## src/rtl/odometer_display_pkg.sv

```systemverilog
// Shared constants, converter state encoding and segment decoder for the odometer display.
package odometer_display_pkg;

  localparam int unsigned DIGITS = 8;
  localparam int unsigned IN_W   = 27;
  localparam int unsigned BCD_W  = 4 * DIGITS;

  localparam logic [IN_W-1:0] ODO_MAX = 27'd99_999_999;

  // {a,b,c,d,e,f,g,dp}, active-high
  localparam logic [7:0] SEG_0 = 8'hFC;
  localparam logic [7:0] SEG_1 = 8'h60;
  localparam logic [7:0] SEG_2 = 8'hDA;
  localparam logic [7:0] SEG_3 = 8'hF2;
  localparam logic [7:0] SEG_4 = 8'h66;
  localparam logic [7:0] SEG_5 = 8'hB6;
  localparam logic [7:0] SEG_6 = 8'hBE;
  localparam logic [7:0] SEG_7 = 8'hE0;
  localparam logic [7:0] SEG_8 = 8'hFE;
  localparam logic [7:0] SEG_9 = 8'hF6;

  typedef enum logic [1:0] {StIdle, StShift, StDone} conv_state_e;

  function automatic logic [7:0] seg_decode(input logic [3:0] d);
    logic [7:0] s;
    case (d)
      4'd0:    s = SEG_0;
      4'd1:    s = SEG_1;
      4'd2:    s = SEG_2;
      4'd3:    s = SEG_3;
      4'd4:    s = SEG_4;
      4'd5:    s = SEG_5;
      4'd6:    s = SEG_6;
      4'd7:    s = SEG_7;
      4'd8:    s = SEG_8;
      4'd9:    s = SEG_9;
      default: s = 8'h00;
    endcase
    return s;
  endfunction

endpackage

```

## src/rtl/odometer_display_if.sv

```systemverilog
// Odometer value in, multiplexed display pins and BCD observability out.
interface odometer_display_if;
  import odometer_display_pkg::*;

  logic              power_now;
  logic [IN_W-1:0]   record;
  logic [DIGITS-1:0] seg_en;
  logic [7:0]        seg_out;
  logic [BCD_W-1:0]  bcd;
  logic              bcd_valid;

  modport master (
    output power_now, record,
    input  seg_en, seg_out, bcd, bcd_valid
  );

  modport slave (
    input  power_now, record,
    output seg_en, seg_out, bcd, bcd_valid
  );

endinterface

```

## src/rtl/odometer_display_bin2bcd_seq.sv

```systemverilog
// Iterative double-dabble: one load cycle, IN_W shift cycles, one result cycle.
module bin2bcd_seq
  import odometer_display_pkg::*;
(
  input  logic             clk,
  input  logic             rst,
  input  logic             start,
  input  logic [IN_W-1:0]  bin,
  output logic             busy,
  output logic [BCD_W-1:0] bcd,
  output logic             valid
);

  localparam int unsigned SR_W  = BCD_W + IN_W;
  localparam int unsigned CNT_W = $clog2(IN_W + 1);

  conv_state_e      state_q, state_d;
  logic [SR_W-1:0]  sr_q, sr_d, adj;
  logic [CNT_W-1:0] cnt_q, cnt_d;
  logic [BCD_W-1:0] bcd_q, bcd_d;
  logic             valid_q, valid_d;

  always_comb begin
    state_d = state_q;
    sr_d    = sr_q;
    cnt_d   = cnt_q;
    bcd_d   = bcd_q;
    valid_d = 1'b0;
    adj     = sr_q;
    for (int i = 0; i < int'(DIGITS); i++) begin
      if (sr_q[IN_W+4*i +: 4] >= 4'd5) adj[IN_W+4*i +: 4] = sr_q[IN_W+4*i +: 4] + 4'd3;
    end
    case (state_q)
      StIdle: begin
        if (start) begin
          sr_d    = {{BCD_W{1'b0}}, bin};
          cnt_d   = CNT_W'(IN_W);
          state_d = StShift;
        end
      end
      StShift: begin
        sr_d  = {adj[SR_W-2:0], 1'b0};
        cnt_d = cnt_q - 1'b1;
        if (cnt_q == CNT_W'(1)) state_d = StDone;
      end
      StDone: begin
        bcd_d   = sr_q[SR_W-1 -: BCD_W];
        valid_d = 1'b1;
        state_d = StIdle;
      end
      default: state_d = StIdle;
    endcase
  end

  always_ff @(posedge clk) begin
    if (rst) begin
      state_q <= StIdle;
      sr_q    <= '0;
      cnt_q   <= '0;
      bcd_q   <= '0;
      valid_q <= 1'b0;
    end else begin
      state_q <= state_d;
      sr_q    <= sr_d;
      cnt_q   <= cnt_d;
      bcd_q   <= bcd_d;
      valid_q <= valid_d;
    end
  end

  assign busy  = (state_q != StIdle);
  assign bcd   = bcd_q;
  assign valid = valid_q;

endmodule

```

## src/rtl/odometer_display.sv

```systemverilog
// Odometer display top: clamp, change detect, BCD conversion, digit scan with leading-zero blanking.
module odometer_display
  import odometer_display_pkg::*;
#(
  parameter int unsigned CLK_HZ   = 100_000_000,
  parameter int unsigned SCAN_HZ  = 1_000,
  parameter int unsigned BLANK_LZ = 1
) (
  input  logic               clk,
  input  logic               rst,
  odometer_display_if.slave  bus
);

  localparam int unsigned PRESCALE = CLK_HZ / SCAN_HZ;
  localparam int unsigned PS_W     = (PRESCALE > 1) ? $clog2(PRESCALE) : 1;
  localparam int unsigned IDX_W    = $clog2(DIGITS);

  logic [IN_W-1:0]   clamped, last_q, last_d;
  logic              force_q, force_d;
  logic              start, busy, accept;
  logic [BCD_W-1:0]  bcd_val;
  logic              bcd_valid;
  logic [PS_W-1:0]   ps_q, ps_d;
  logic [IDX_W-1:0]  idx_q, idx_d;
  logic [DIGITS-1:0] seg_en_q, seg_en_d;
  logic [7:0]        seg_out_q, seg_out_d;
  logic              lit;

  assign clamped = (bus.record > ODO_MAX) ? ODO_MAX : bus.record;
  assign start   = force_q | (clamped != last_q);
  assign accept  = start & ~busy;

  bin2bcd_seq u_conv (
    .clk   (clk),
    .rst   (rst),
    .start (start),
    .bin   (clamped),
    .busy  (busy),
    .bcd   (bcd_val),
    .valid (bcd_valid)
  );

  always_comb begin
    last_d    = last_q;
    force_d   = force_q;
    ps_d      = ps_q + 1'b1;
    idx_d     = idx_q;
    seg_en_d  = '0;
    seg_out_d = 8'h00;
    if (accept) begin
      last_d  = clamped;
      force_d = 1'b0;
    end
    if (ps_q == PS_W'(PRESCALE - 1)) begin
      ps_d  = '0;
      idx_d = idx_q + 1'b1;
    end
    // A digit is lit when it or any more significant digit is non-zero; digit 0 always lit.
    lit = (idx_q == '0) || (BLANK_LZ == 0) || ((bcd_val >> {idx_q, 2'b00}) != '0);
    if (bus.power_now && lit) begin
      seg_en_d  = DIGITS'(1) << idx_q;
      seg_out_d = seg_decode(bcd_val[{idx_q, 2'b00} +: 4]);
    end
  end

  always_ff @(posedge clk) begin
    if (rst) begin
      last_q    <= '0;
      force_q   <= 1'b1;
      ps_q      <= '0;
      idx_q     <= '0;
      seg_en_q  <= '0;
      seg_out_q <= 8'h00;
    end else begin
      last_q    <= last_d;
      force_q   <= force_d;
      ps_q      <= ps_d;
      idx_q     <= idx_d;
      seg_en_q  <= seg_en_d;
      seg_out_q <= seg_out_d;
    end
  end

  assign bus.seg_en    = seg_en_q;
  assign bus.seg_out   = seg_out_q;
  assign bus.bcd       = bcd_val;
  assign bus.bcd_valid = bcd_valid;

endmodule

```

## src/flat_wrapper.sv

```systemverilog
// flat-port wrapper written by rule: the top's interface ports become plain ports
module odometer_display_flat import odometer_display_pkg::*;
#(
  parameter int unsigned CLK_HZ   = 100_000_000,
  parameter int unsigned SCAN_HZ  = 1_000,
  parameter int unsigned BLANK_LZ = 1
)
  (clk, rst, bus_power_now, bus_record, bus_seg_en, bus_seg_out, bus_bcd, bus_bcd_valid);
  odometer_display_if bus_i ();
  input  logic clk;
  input  logic rst;
  input wire logic [$bits(bus_i.power_now)-1:0] bus_power_now;
  input wire logic [$bits(bus_i.record)-1:0] bus_record;
  output wire logic [$bits(bus_i.seg_en)-1:0] bus_seg_en;
  output wire logic [$bits(bus_i.seg_out)-1:0] bus_seg_out;
  output wire logic [$bits(bus_i.bcd)-1:0] bus_bcd;
  output wire logic [$bits(bus_i.bcd_valid)-1:0] bus_bcd_valid;
  assign bus_i.power_now = bus_power_now;
  assign bus_i.record = bus_record;
  assign bus_seg_en = bus_i.seg_en;
  assign bus_seg_out = bus_i.seg_out;
  assign bus_bcd = bus_i.bcd;
  assign bus_bcd_valid = bus_i.bcd_valid;
  odometer_display #(.CLK_HZ(CLK_HZ), .SCAN_HZ(SCAN_HZ), .BLANK_LZ(BLANK_LZ)) u_core (.clk(clk), .rst(rst), .bus(bus_i));
endmodule
```

## config.mk

```make
export PLATFORM = sky130hd
export DESIGN_NAME = odometer_display_flat
export DESIGN_NICKNAME = d
export VERILOG_FILES = /design/src/rtl/odometer_display_pkg.sv /design/src/rtl/odometer_display_if.sv /design/src/rtl/odometer_display_bin2bcd_seq.sv /design/src/rtl/odometer_display.sv /design/src/flat_wrapper.sv
export SDC_FILE = /design/constraint.sdc
export NUM_CORES = 1
export LEC_CHECK = 0
export BUFFER_PORTS_ARGS = -buffer_cell sky130_fd_sc_hd__buf_2
export CAP_MARGIN = 40
export CORE_MARGIN = 2
export CORE_UTILIZATION = 60
export CTS_CLUSTER_SIZE = 16
export DETAILED_ROUTE_END_ITERATION = 10
export PLACE_DENSITY = 0.88
export SKIP_CTS_REPAIR_TIMING = 1
export SYNTH_ARGS = -nofsm -noshare
export SYNTH_HDL_FRONTEND = slang
export SYNTH_SLANG_ARGS = --single-unit
```

## constraint.sdc

```tcl
create_clock -name clk -period 10.2 [get_ports clk]
set_input_delay 1.02 -clock clk [delete_from_list [all_inputs] [get_ports clk]]
set_output_delay 1.02 -clock clk [all_outputs]
set_load 0.1 [all_outputs]
```

### After elaboration in Yosys (flattened, before gate mapping)

Memories as Yosys holds them, arrays and structs flattened. A register that Yosys moved wholly into a read port is not among the register bits.
Cells that the tools add are included.

* output and inout bits: 49
* memories kept: 1
* bits in read-only memories: 112
* logic and storage cells: 74
* flip-flop bits (word level): 163

Memories
* (no name shown): depth 16, bits a word 7, read ports 1, clocked after Yosys merged registers in 1, wr ports 0, RTL line odometer_display_pkg.sv:26 `case (d)`

* shift operators: 3
* magnitude comparators: 9
* eq/ne operators: 7
* reductions and logical operators: 11
* $add $sub $neg: 11
* bitwise logic cells: 4
* mux-type cells: 17

Operators with widths (number)
* case mux 59 bit (2 select lines): 1
* 2-to-1 mux 59 bit: 1
* greater-or-equal comparator 4 x 3 -> 1 bit, second input constant: 8
* nonzero test 32 bit: 1
* variable part select 32 x 6 -> 4 bit: 1
* >> shifter 32 x 5 -> 32 bit: 1
* adder 4 x 2 -> 4 bit, second input constant: 7
* 2-to-1 mux 4 bit: 7
* > comparator 27 bit, second input constant: 1
* 2-to-1 mux 27 bit: 1
* inequality test 27 bit: 1
* adder 17 x 1 -> 17 bit, second input constant: 1
* == test 17 bit, second input constant: 1
* case mux 5 bit (2 select lines): 1
* << shifter 1 x 3 -> 8 bit, first input constant: 1
* == test 5 x 1 -> 1 bit, second input constant: 1
* 2-to-1 mux 5 bit: 1
* subtractor 5 x 1 -> 5 bit, second input constant: 1
* 2-to-1 mux 2 bit: 2
* case mux 2 bit (2 select lines): 1
* AND reduction 2 bit: 2
* nonzero test 2 bit: 2
* OR reduction 2 bit: 2
* adder 3 x 1 -> 3 bit, second input constant: 1
* other kinds (14): 15

### Depth between registers and ports, before layout

Gate-level depths: netlist (run 1).

* word-level depth: 6
* gate-level depth with buffers: 13

### Modules after synthesis

From an unflattened synthesis (run 1), not the netlist that was laid out.

* cells, all modules: 1034
* area, all modules: 8775.9 um^2

By module, submodules not included
* bin2bcd_seq: seq. area each 1981.9 um^2, area each 4854.7 um^2, cells an instance 576, instances 1
* odometer_display: seq. area each 1261.2 um^2, area each 3921.3 um^2, cells an instance 458, instances 1

### Worst setup path before layout (run 1)

Ideal clock, no wire load.

* path kind: input to register
* start: input port bus_record[25]
* end: register u_core.u_conv.sr_q[13]
* slack: 6.370 ns
* buffers on the path: 4
* cell stages on the path: 13
* arrival: 3.711 ns
* path through: buf_2 > or4_1 > or4_4 > a2bb2oi_2 > buf_2 > a21oi_1 > o22ai_1 > nor4_4 > a21oi_2 > nand2b_4 > buf_6 > buf_4 > o221a_1

* cells in the longest elaborated chain, start to end: 6
* elaborated cells on any way between the ends: 8

Ends and longest elaborated chain
* start: declaration: RTL line flat_wrapper.sv:13 `input wire logic [$bits(bus_i.record)-1:0] bus_record;`
* > comparator 27 bit: RTL line odometer_display.sv:29 `assign clamped = (bus.record > ODO_MAX) ? ODO_MAX : bus.record;`
* 2-to-1 mux 27 bit (*): RTL line odometer_display.sv:29
* inequality test 27 bit: RTL line odometer_display.sv:30 `assign start = force_q | (clamped != last_q);`
* OR 1 bit: RTL line odometer_display.sv:30
* inequality test 2 x 1 -> 1 bit (no source line)
* AND reduction 2 bit (no source line)
* end signal: assignment: RTL line odometer_display_bin2bcd_seq.sv:64 `sr_q <= sr_d;`
* end: declaration: RTL line odometer_display_bin2bcd_seq.sv:18 `logic [SR_W-1:0] sr_q, sr_d, adj;`

Every way passes the cells marked *; elsewhere a longest branch is shown, timed or not. The select of a mux whose other input is x is not followed.
A chain may end at the register's enable or synchronous reset.

### Worst setup path in the final report (run 1)

* start: input port bus_record[25]
* end: register u_core.u_conv.sr_q[3]

Same word-level chain as after synthesis.

==> impl_metrics.tcl, run 1 <==
set metrics [dict create \
    utilization_pct 68.82 \
    grt_pass1_vias 6894 \
    grt_start_max_net_pins 68 \
    ir_drop_v 0.0001479 \
    hold_violations 0 \
    endpoint_kind "register" \
    drt_iter0_drc 746 \
    synth_top_area_share_pct 40.26 \
    gp_congestion 0.9182 \
    worstMarginPinSlew_ns 0.9157 \
    rsz0062_at_grt "no" \
    final_cells 1178 \
    die_h_um 119.9 \
    holdPathStages 1 \
    ys_warn_count 0 \
    cts.sinks 162 \
    area_growth_pct 12.69 \
    outcome "finished clean" \
    r2r_cells 7 \
    setup.worst_path.start "bus_record[25]" \
    fin_area_um2 9077 \
    finalCritPeriodShare_pct 42.23 \
    multi_input_area_um2 4408 \
    avgSynthCellArea_um2 8.588 \
    ys_seq_elements 162 \
    core-area_um2 13190 \
    path_class "in2reg" \
    critPathCapture "u_core.u_conv.sr_q[3]" \
    syn_nets 997 \
    skew_ns 0.01394 \
    crit_fanout 67 \
    fin_crit_ns 4.307 \
    nets 1048 \
    die-area_um2 14370 \
    place_area_um2 8513 \
    grt_pass1_wl_mm 33.15 \
    port_buffers 77 \
    wl_mm 19.97 \
    p_per_area_nw_per_um2 161.1 \
    reg2reg_to "u_core.bus.seg_en[7]" \
    dr.pass1.iters 5 \
    worst_ep_arrival_time_ns 4.68 \
    tns_ns 0 \
    wl_per_cell_um 16.96 \
    clk_pin_slew_worst_paths_ns 0.07 \
    ctsHtreeMaxLevel 4 \
    synth_ff_type "dfxtp_1" \
    antenna_found_initial 0 \
    rows 42 \
    synth_area_leader_cell "dfxtp_1" \
    globalRouteOverflowTotal 0 \
    drt.antenna.violating_nets 0 \
    dr_total_vias 7210 \
    cts_buffers 17 \
    via_per_inst 6.121 \
    dp_hpwl_mm 13.09 \
    slew_headroom_pct 38.87 \
    cts_root_buffer "clkbuf_16" \
    p_leak_nw 3.582 \
    syn-cell-area_um2 8055 \
    die_w_um 119.9 \
    synth-edff-count 0 \
    fmax_mhz 232.2 \
    syn_inst 938 \
    synth_area_leaders "dfxtp_1 (40%), a21oi_1 (6.6%), nand2_1 (4.8%)" \
    start_util_pct 61.07 \
    drive_gt1_share_pct 14.27 \
    cap_violations 0 \
    synth_cell_types 65 \
    dp.cells 1146 \
    grt_use_total_pct 28.60 \
    clkLatencyLatePin_ns 0.44 \
    tritoncts "built" \
    seqCellArea_um2 3243 \
    diodes 0 \
    min_path_type "reg2reg" \
    io_pins 79 \
    ys_seq_area_share_pct 40.26 \
    drc 0 \
    setup_violations 0 \
    nFillCells 983 \
    cts_max_path_buffers 2 \
    worstReg2RegStart "u_core.idx_q[0]" \
    worstPathRequired_ns 10.58 \
    synthArstFlopShare_pct 0 \
    r2r_slack_ns 6.77 \
    cp-start-kind "input port" \
    p_total_mw 1.463 \
    slew_viol_final 0 \
]
## stage by stage
step	hold slack, ns	setup slack [ns]
after detailed placement	0.4474	5.498
after floorplan	0.4272	6.370
after global placement	0.4394	5.573
after global routing	0.4860	5.665
after CTS	0.4628	5.930
final	0.4656	5.893
## layer usage
metal | vias up | track usage, % | part of all wire (%)
li1 | 3443 | - | -
met1 | 3415 | 35.16 | 42
met2 | 291 | 47.54 | 49
met3 | 61 | 6.274 | 6.4
met4 | 0 | 14.04 | 3.1
met5 | - | 0 | 0
## Yosys cell counts (all sizes together) (3+ instances only)
| library cell | number |
|---|---|
| dfxtp | 162 |
| a21oi | 108 |
| nand2 | 102 |
| nor2 | 74 |
| inv | 41 |
| clkbuf | 37 |
| o21ai | 31 |
| ha | 29 |
| o21a | 29 |
| nand2b | 26 |
| nand3 | 25 |
| or3 | 25 |
| xor2 | 25 |
| buf | 19 |
| mux2i | 17 |
| o221a | 17 |
| xnor2 | 17 |
| nor3 | 16 |
| a22o | 15 |
| a31oi | 15 |
| nor4 | 9 |
| a221oi | 8 |
| a311oi | 8 |
| and2 | 8 |
| mux4 | 8 |
| o22ai | 7 |
| nand4 | 5 |
| nor3b | 5 |
| or4 | 5 |
| a22oi | 4 |
| and3 | 4 |
| nor2b | 4 |
| a21o | 3 |
| nand3b | 3 |
## area by class of cell
cell class,instances,share of cell area (%)
clock buffer,22,5.114
multi-input combinational,678,48.56
timing repair buffer,88,5.334
tap,176,2.426
inverter,42,1.737
sequential,162,35.73
clock inverter,10,1.103
## worst max-delay path, cell delays in order
cell	delay [ns]
buf_2	0.16
or4_1	0.54
or4_4	0.53
o2bb2ai_4	0.45
nor2_1	0.11
o22ai_1	0.27
nor4_4	0.08
a21oi_4	0.17
buf_4	0.57
nand2b_4	0.48
o221a_2	0.27
## cell families (layout without fill, tap and decap cells)
family	count (synthesis)	count (layout)	synth area share, %
xor+xnor	42	42	4.567
flops	162	162	40.26
mux	26	26	4.489
other cells	1	1	0.04655
compound gates	263	263	21.70
simple gates	317	317	19.26
buf+inv	98	162	5.172
fa+ha+maj	29	29	4.505
## where the power goes
group | switching [mW] | internal [mW] | total (mW)
Clock | 0.263 | 0.351 | 0.614
Sequential | 0.0258 | 0.662 | 0.688
Combinational | 0.103 | 0.0579 | 0.161
## state kept, by name (all words and copies together), names as in the netlist
name                   flops
u_core.u_conv.valid        1
u_core.bus.seg_en          8
u_core.ps_q               17
u_core.u_conv.sr_q        59
u_core.bus.seg_out         7
u_core.u_conv.state_q      2
u_core.last_q             27
u_core.idx_q               3
u_core.u_conv.cnt_q        5
u_core.force_q             1
u_core.u_conv.bcd         32
## worst min path at each step
stage                               from        endpoint
after floorplan           u_core.force_q  u_core.force_q
after global placement    u_core.force_q  u_core.force_q
after detailed placement  u_core.force_q  u_core.force_q
after CTS                 u_core.force_q  u_core.force_q
after global routing      u_core.force_q  u_core.force_q
final                     u_core.force_q  u_core.force_q
## layout by cell type, fill, tap and decap left out, types with 17 or more instances in the layout
cell type and count:
nand2_1 102, nor2_1 74, buf_2 78, dfxtp_1 162, a21oi_1 107, mux2i_1 17
xnor2_1 17, clkbuf_16 17, xor2_1 25, or3_1 25, o21ai_0 27, inv_1 41
o21a_1 29, ha_1 29, nand2b_1 25, nand3_1 25
No activity file was read; power rests on OpenSTA's default activity.
==> run 2, diff against run 1 <==
- ABC_AREA: default -> 1
- CORE_UTILIZATION: 60 -> 54
- PLACE_DENSITY: 0.88 -> 0.83
- clock period: 10.2 -> 3.8 ns (I/O delays scaled with it)
==> run 2 against run 1 <==
  * Critical path depth increased by 1
  * Setup slack lost 5.1 ns
  * Register-to-register slack lost 5.9 ns
  * Largest power group unchanged
==> impl_metrics.tcl, run 2 <==
set metrics [dict create \
    outcome "finished clean" \
    dr_total_vias 8220 \
    nets 1385 \
    synth_area_leader_cell "dfxtp_1" \
    dp.cells 1523 \
    hold_violations 0 \
    grt_pass1_wl_mm 32.80 \
    antenna_found_initial 0 \
    synthArstFlopShare_pct 0 \
    synth-edff-count 0 \
    tns_ns 0 \
    min_path_type "in2reg" \
    grt_start_max_net_pins 72 \
    finalCritPeriodShare_pct 78.04 \
    dp_hpwl_mm 13.23 \
    final_common_cell "nand2_1" \
    io_pins 79 \
    ctsHtreeMaxLevel 4 \
    cts_root_buffer "clkbuf_16" \
    fin_crit_ns 2.965 \
    globalRouteOverflowTotal 0 \
    die_w_um 130.7 \
    crit_fanout 13 \
    drt_iter0_drc 531 \
    drive_gt1_share_pct 12.02 \
    p_per_area_nw_per_um2 423.3 \
    skew_ns 0.01022 \
    syn_inst 1283 \
    avgSynthCellArea_um2 6.756 \
    die-area_um2 17080 \
    dr.pass1.iters 5 \
    wl_per_cell_um 12.46 \
    synth_cell_types 44 \
    via_per_inst 5.286 \
    start_util_pct 54.97 \
    worstPathRequired_ns 4.18 \
    grt_pass1_vias 7193 \
    place_area_um2 9151 \
    worst_ep_arrival_time_ns 3.34 \
    syn-cell-area_um2 8668 \
    clk_pin_slew_worst_paths_ns 0.07 \
    tritoncts "built" \
    synthTopCellsByCount "nand2_1 (247), inv_1 (163), dfxtp_1 (162)" \
    largest_reg_flops 59 \
    fmax_mhz 337.2 \
    setup_violations 0 \
    setup.worst_path.start "u_core.idx_q[1]" \
    die_h_um 130.7 \
    layout_common_cells "nand2_1 (247), dfxtp_1 (162), inv_1 (161)" \
    whs_ns 0.2526 \
    wl_mm 19.37 \
    cts.sinks 162 \
    cap_violations 0 \
    core-area_um2 15770 \
    slew_headroom_pct 47.84 \
    endpoint_kind "register" \
    drt.antenna.violating_nets 0 \
    ys_warn_count 0 \
    grt_use_total_pct 23.53 \
    cts_buffers 17 \
    area_growth_pct 11.92 \
    diodes 0 \
    r2r_slack_ns 0.83 \
    rows 46 \
    gp_congestion 0.8991 \
    ir_drop_v 0.0003573 \
    synthMostInstantiatedCell "nand2_1" \
    regMostFlops "u_core.u_conv.sr_q" \
    p_leak_nw 4.304 \
    synth_top_area_share_pct 37.41 \
    fin_area_um2 9702 \
    path_class "reg2reg" \
    worstMarginPinSlew_ns 0.7765 \
    port_buffers 77 \
    synth_area_leaders "dfxtp_1 (37%), nand2_1 (11%), o21ai_0 (7.3%)" \
    ys_seq_area_share_pct 37.41 \
    final_cells 1555 \
    rsz0062_at_grt "no" \
    p_total_mw 4.107 \
    cp-start-kind "register" \
    hold_path.startpoint "bus_record[26]" \
    clkLatencyLatePin_ns 0.44 \
    drc 0 \
    cts_max_path_buffers 2 \
    synth_ff_type "dfxtp_1" \
    slew_viol_final 0 \
    syn_nets 1342 \
    worstReg2RegStart "u_core.idx_q[1]" \
    ys_seq_elements 162 \
]
run 2: metal layers:
layer  global-route usage (%)  wire, um  vias to the layer above
li1                         -         -                     4255
met1                    30.17      8850                     3692
met2                    38.88      9087                      235
met3                    5.212      1045                       38
met4                    9.011       391                        0
met5                        0         0                        -
run 2: where the power goes:
part / internal [mW] / switching (mW) / total [mW] / leakage, nW
clock: 0.855 / 0.760 / 1.61 / 0.261
sequential: 1.79 / 0.0492 / 1.84 / 1.32
combinational: 0.191 / 0.460 / 0.652 / 2.72
total: 2.84 / 1.27 / 4.11 / 4.30
run 2: area by class of cell:
type | instances | area [um2]
Clock buffer | 18 | 429.2
Clock inverter | 14 | 121.4
Fill cell | 1468 | 6068
Inverter | 170 | 640.6
Multi-Input combinational cell | 885 | 4457
Sequential cell | 162 | 3243
Tap cell | 216 | 270.3
Timing Repair Buffer | 90 | 540.5
run 2: path summary, 6_finish.rpt:
path	endpoint	depth (start not counted)
max	u_core.bus.seg_en[7]	12
min	u_core.last_q[26]	3
max reg2reg	u_core.bus.seg_en[7]	12
min reg2reg	u_core.ps_q[0]	1
run 2: worst max-delay path: stages, from the launching register on:
cell and delay, ns:
dfxtp_1 0.54, inv_1 0.28, nand3_1 0.15, o21ai_0 0.09, o21ai_0 0.51, inv_1 0.19, ha_1 0.26, o2111a_1 0.14
nand3_1 0.08, nand3_1 0.22, inv_1 0.19, nand2_1 0.14, nor2_1 0.11
run 2: through the flow:
step	worst slack [ns]	util, %
floorplan	0.9637	-
global placement	0.6117	57.85
detailed placement	0.6113	58.03
CTS	0.8668	61.52
global route	0.4882	61.52
finish	0.8346	61.52
run 2: cells by family (layout without fill, tap and decap cells):
kind of cell	count (synthesis)	count (layout)	share of synthesized area, %
and+or+nand+nor	563	563	28.62
AOI/OAI and AO/OA	276	276	16.92
buffers and inverters	236	292	11.20
DFF	162	162	37.41
adders and majority gates	29	29	4.186
xor gates and xnor gates	16	16	1.617
other	1	1	0.04326
==> run 3, diff against run 2 <==
- clock period: 3.8 -> 2.67 ns (I/O delays scaled with it)
==> run 3 against run 2 <==
  * Clock power is 46% higher
  * Worst hold slack worse by 0.12 ns
  * Utilization up 2.2 points
  * Critical endpoint unchanged
  * Cell area is 3.6% higher
  * Via count increased by 2.4%
  * Sequential share of layout area decreased by 1.1 points
  * Fmax is 25% higher
==> impl_metrics.tcl, run 3 (synthesis results as in run 2) <==
set metrics [dict create \
    p_clk_share_pct 39.3 \
    path_class "reg2reg" \
    via_per_inst 5.278 \
    holdPathStages 3 \
    drc 0 \
    area_growth_pct 15.98 \
    io_pins 79 \
    r2r_cells 11 \
    cts_max_path_buffers 2 \
    endpoint_kind "register" \
    switching_share_pct 30.78 \
    p_leak_nw 4.524 \
    largest_reg_flops 59 \
    clk_pin_slew_worst_paths_ns 0.07 \
    antenna_found_initial 0 \
    drive_gt1_share_pct 14.87 \
    p_per_area_nw_per_um2 593.8 \
    drt.antenna.violating_nets 0 \
    whs_endpoint "u_core.last_q[26]" \
    grt_start_max_net_pins 71 \
    slew_viol_final 0 \
    r2r_slack_ns 0.29 \
    grt_pass1_wl_mm 34.17 \
    finalCritPeriodShare_pct 89.18 \
    p_seq_share_pct 43.9 \
    final_common_cell "nand2_1" \
    die_h_um 130.7 \
    outcome "finished clean" \
    max_stage_delay_ns 0.53 \
    cts_buffers 17 \
    final_cells 1595 \
    cp_cell_sequence "inv_1, o21ai_0, nand2_1, nand2_1, ha_1, o2111a_1, nand3_1, nand3_1, inv_1, nand2_1, nor2_1" \
    gp_congestion 0.8450 \
    min_path_type "in2reg" \
    rsz0062_at_grt "no" \
    nets 1425 \
    dr.pass1.iters 5 \
    cap_violations 0 \
    tritoncts "built" \
    globalRouteOverflowTotal 0 \
    crit_fanout 13 \
    grt_use_total_pct 24.51 \
    whs_ns 0.1291 \
    fmax_mhz 420.0 \
    hold_path.startpoint "bus_record[26]" \
    setup_violations 0 \
    drt_iter0_drc 545 \
    diodes 0 \
    cp-start-kind "register" \
    reg2reg_to "u_core.bus.seg_en[7]" \
    ctsHtreeMaxLevel 4 \
    crit_slowest_cell "dfxtp_1" \
    dp.cells 1563 \
    grt_pass1_vias 7678 \
    rows 46 \
    core-area_um2 15770 \
    die_w_um 130.7 \
    cp.buffers_inverters 2 \
    clkLatencyLatePin_ns 0.44 \
    dr_total_vias 8419 \
    skew_ns 0.01201 \
    worst_ep_arrival_time_ns 2.71 \
    worstMarginPinSlew_ns 0.6648 \
    hold_violations 0 \
    p_sw_mw 1.837 \
    fin_crit_ns 2.381 \
    regMostFlops "u_core.u_conv.sr_q" \
    worstReg2RegStart "u_core.idx_q[1]" \
    wl_mm 20.09 \
    worst_path_dominant_cell_family "simple AND/OR/NAND/NOR gates" \
    slew_headroom_pct 55.62 \
    nFillCells 1391 \
    p_comb_share_pct 16.8 \
    port_buffers 77 \
    die-area_um2 17080 \
    worstPathRequired_ns 3.00 \
    wl_per_cell_um 12.60 \
    cts_root_buffer "clkbuf_16" \
    crit_path_frequent_cell "nand2_1" \
    ir_drop_v 0.0005023 \
    cts.sinks 162 \
    start_util_pct 54.97 \
    layout_common_cells "nand2_1 (247), inv_1 (161), dfxtp_1 (159)" \
    dp_hpwl_mm 13.81 \
    intPower_mw 4.132 \
]
## run 3: tightest hold or removal path: cells and delay by family
family | cells | cell delay, ns
buffers and inverters | 1 | 0.10
AOI/OAI and AO/OA | 1 | 0.08
and+or+nand+nor | 1 | 0.07
## run 3: layer usage
layer	GRT usage, %	wire length [um]
met5	0	0
met4	10.08	409
met3	5.171	1001
met2	41.18	9628
met1	30.74	9053
## run 3: metrics by stage
step	utilization, %	setup TNS [ns]	setup WS (ns)	area, um2	total power, mW
floorplan	-	0	0.03311	8672	3.410
global placement	60.15	-0.1694	-0.01570	9485	3.638
detailed placement	60.15	-3.358	-0.1110	9485	3.666
CTS	63.73	0	0.3110	10050	5.998
global route	63.75	0	0.04516	10050	6.253
finish	63.75	0	0.2890	10050	5.970
## run 3: power by group through the flow
stage / registers [mW] / clock network (mW) / logic [mW]
after global routing: 2.63 / 2.49 / 1.13
after global placement: 2.67 / 0 / 0.970
after detailed placement: 2.67 / 0 / 0.994
after floorplan: 2.78 / 0 / 0.631
after CTS: 2.62 / 2.38 / 1.00
final: 2.62 / 2.35 / 1.00
## run 3: how the worst max path moves through the flow
stage | cells after the start | to | startpoint | slack (ns)
5_1_grt | 11 | u_core.bus.seg_en[7] | u_core.idx_q[1] | 0.05
3_5_place_dp | 18 | u_core.last_q[7] | bus_record[10] | -0.11
6_report | 11 | u_core.bus.seg_en[7] | u_core.idx_q[1] | 0.29
4_1_cts | 11 | u_core.bus.seg_en[7] | u_core.idx_q[1] | 0.31
3_3_place_gp | 18 | u_core.last_q[4] | bus_record[10] | -0.02
2_1_floorplan | 14 | u_core.bus.seg_en[4] | u_core.u_conv.bcd[22] | 0.03
## run 3: area by class of cell
class                           count  area (um2)  area share [%]
Clock buffer                       19       442.9           4.406
Clock inverter                     13       121.4           1.207
Inverter                          170       640.6           6.372
Multi-Input combinational cell    885        4461           44.37
Sequential cell                   162        3247           32.30
Tap cell                          216       270.3           2.688
Timing Repair Buffer              130       870.8           8.662
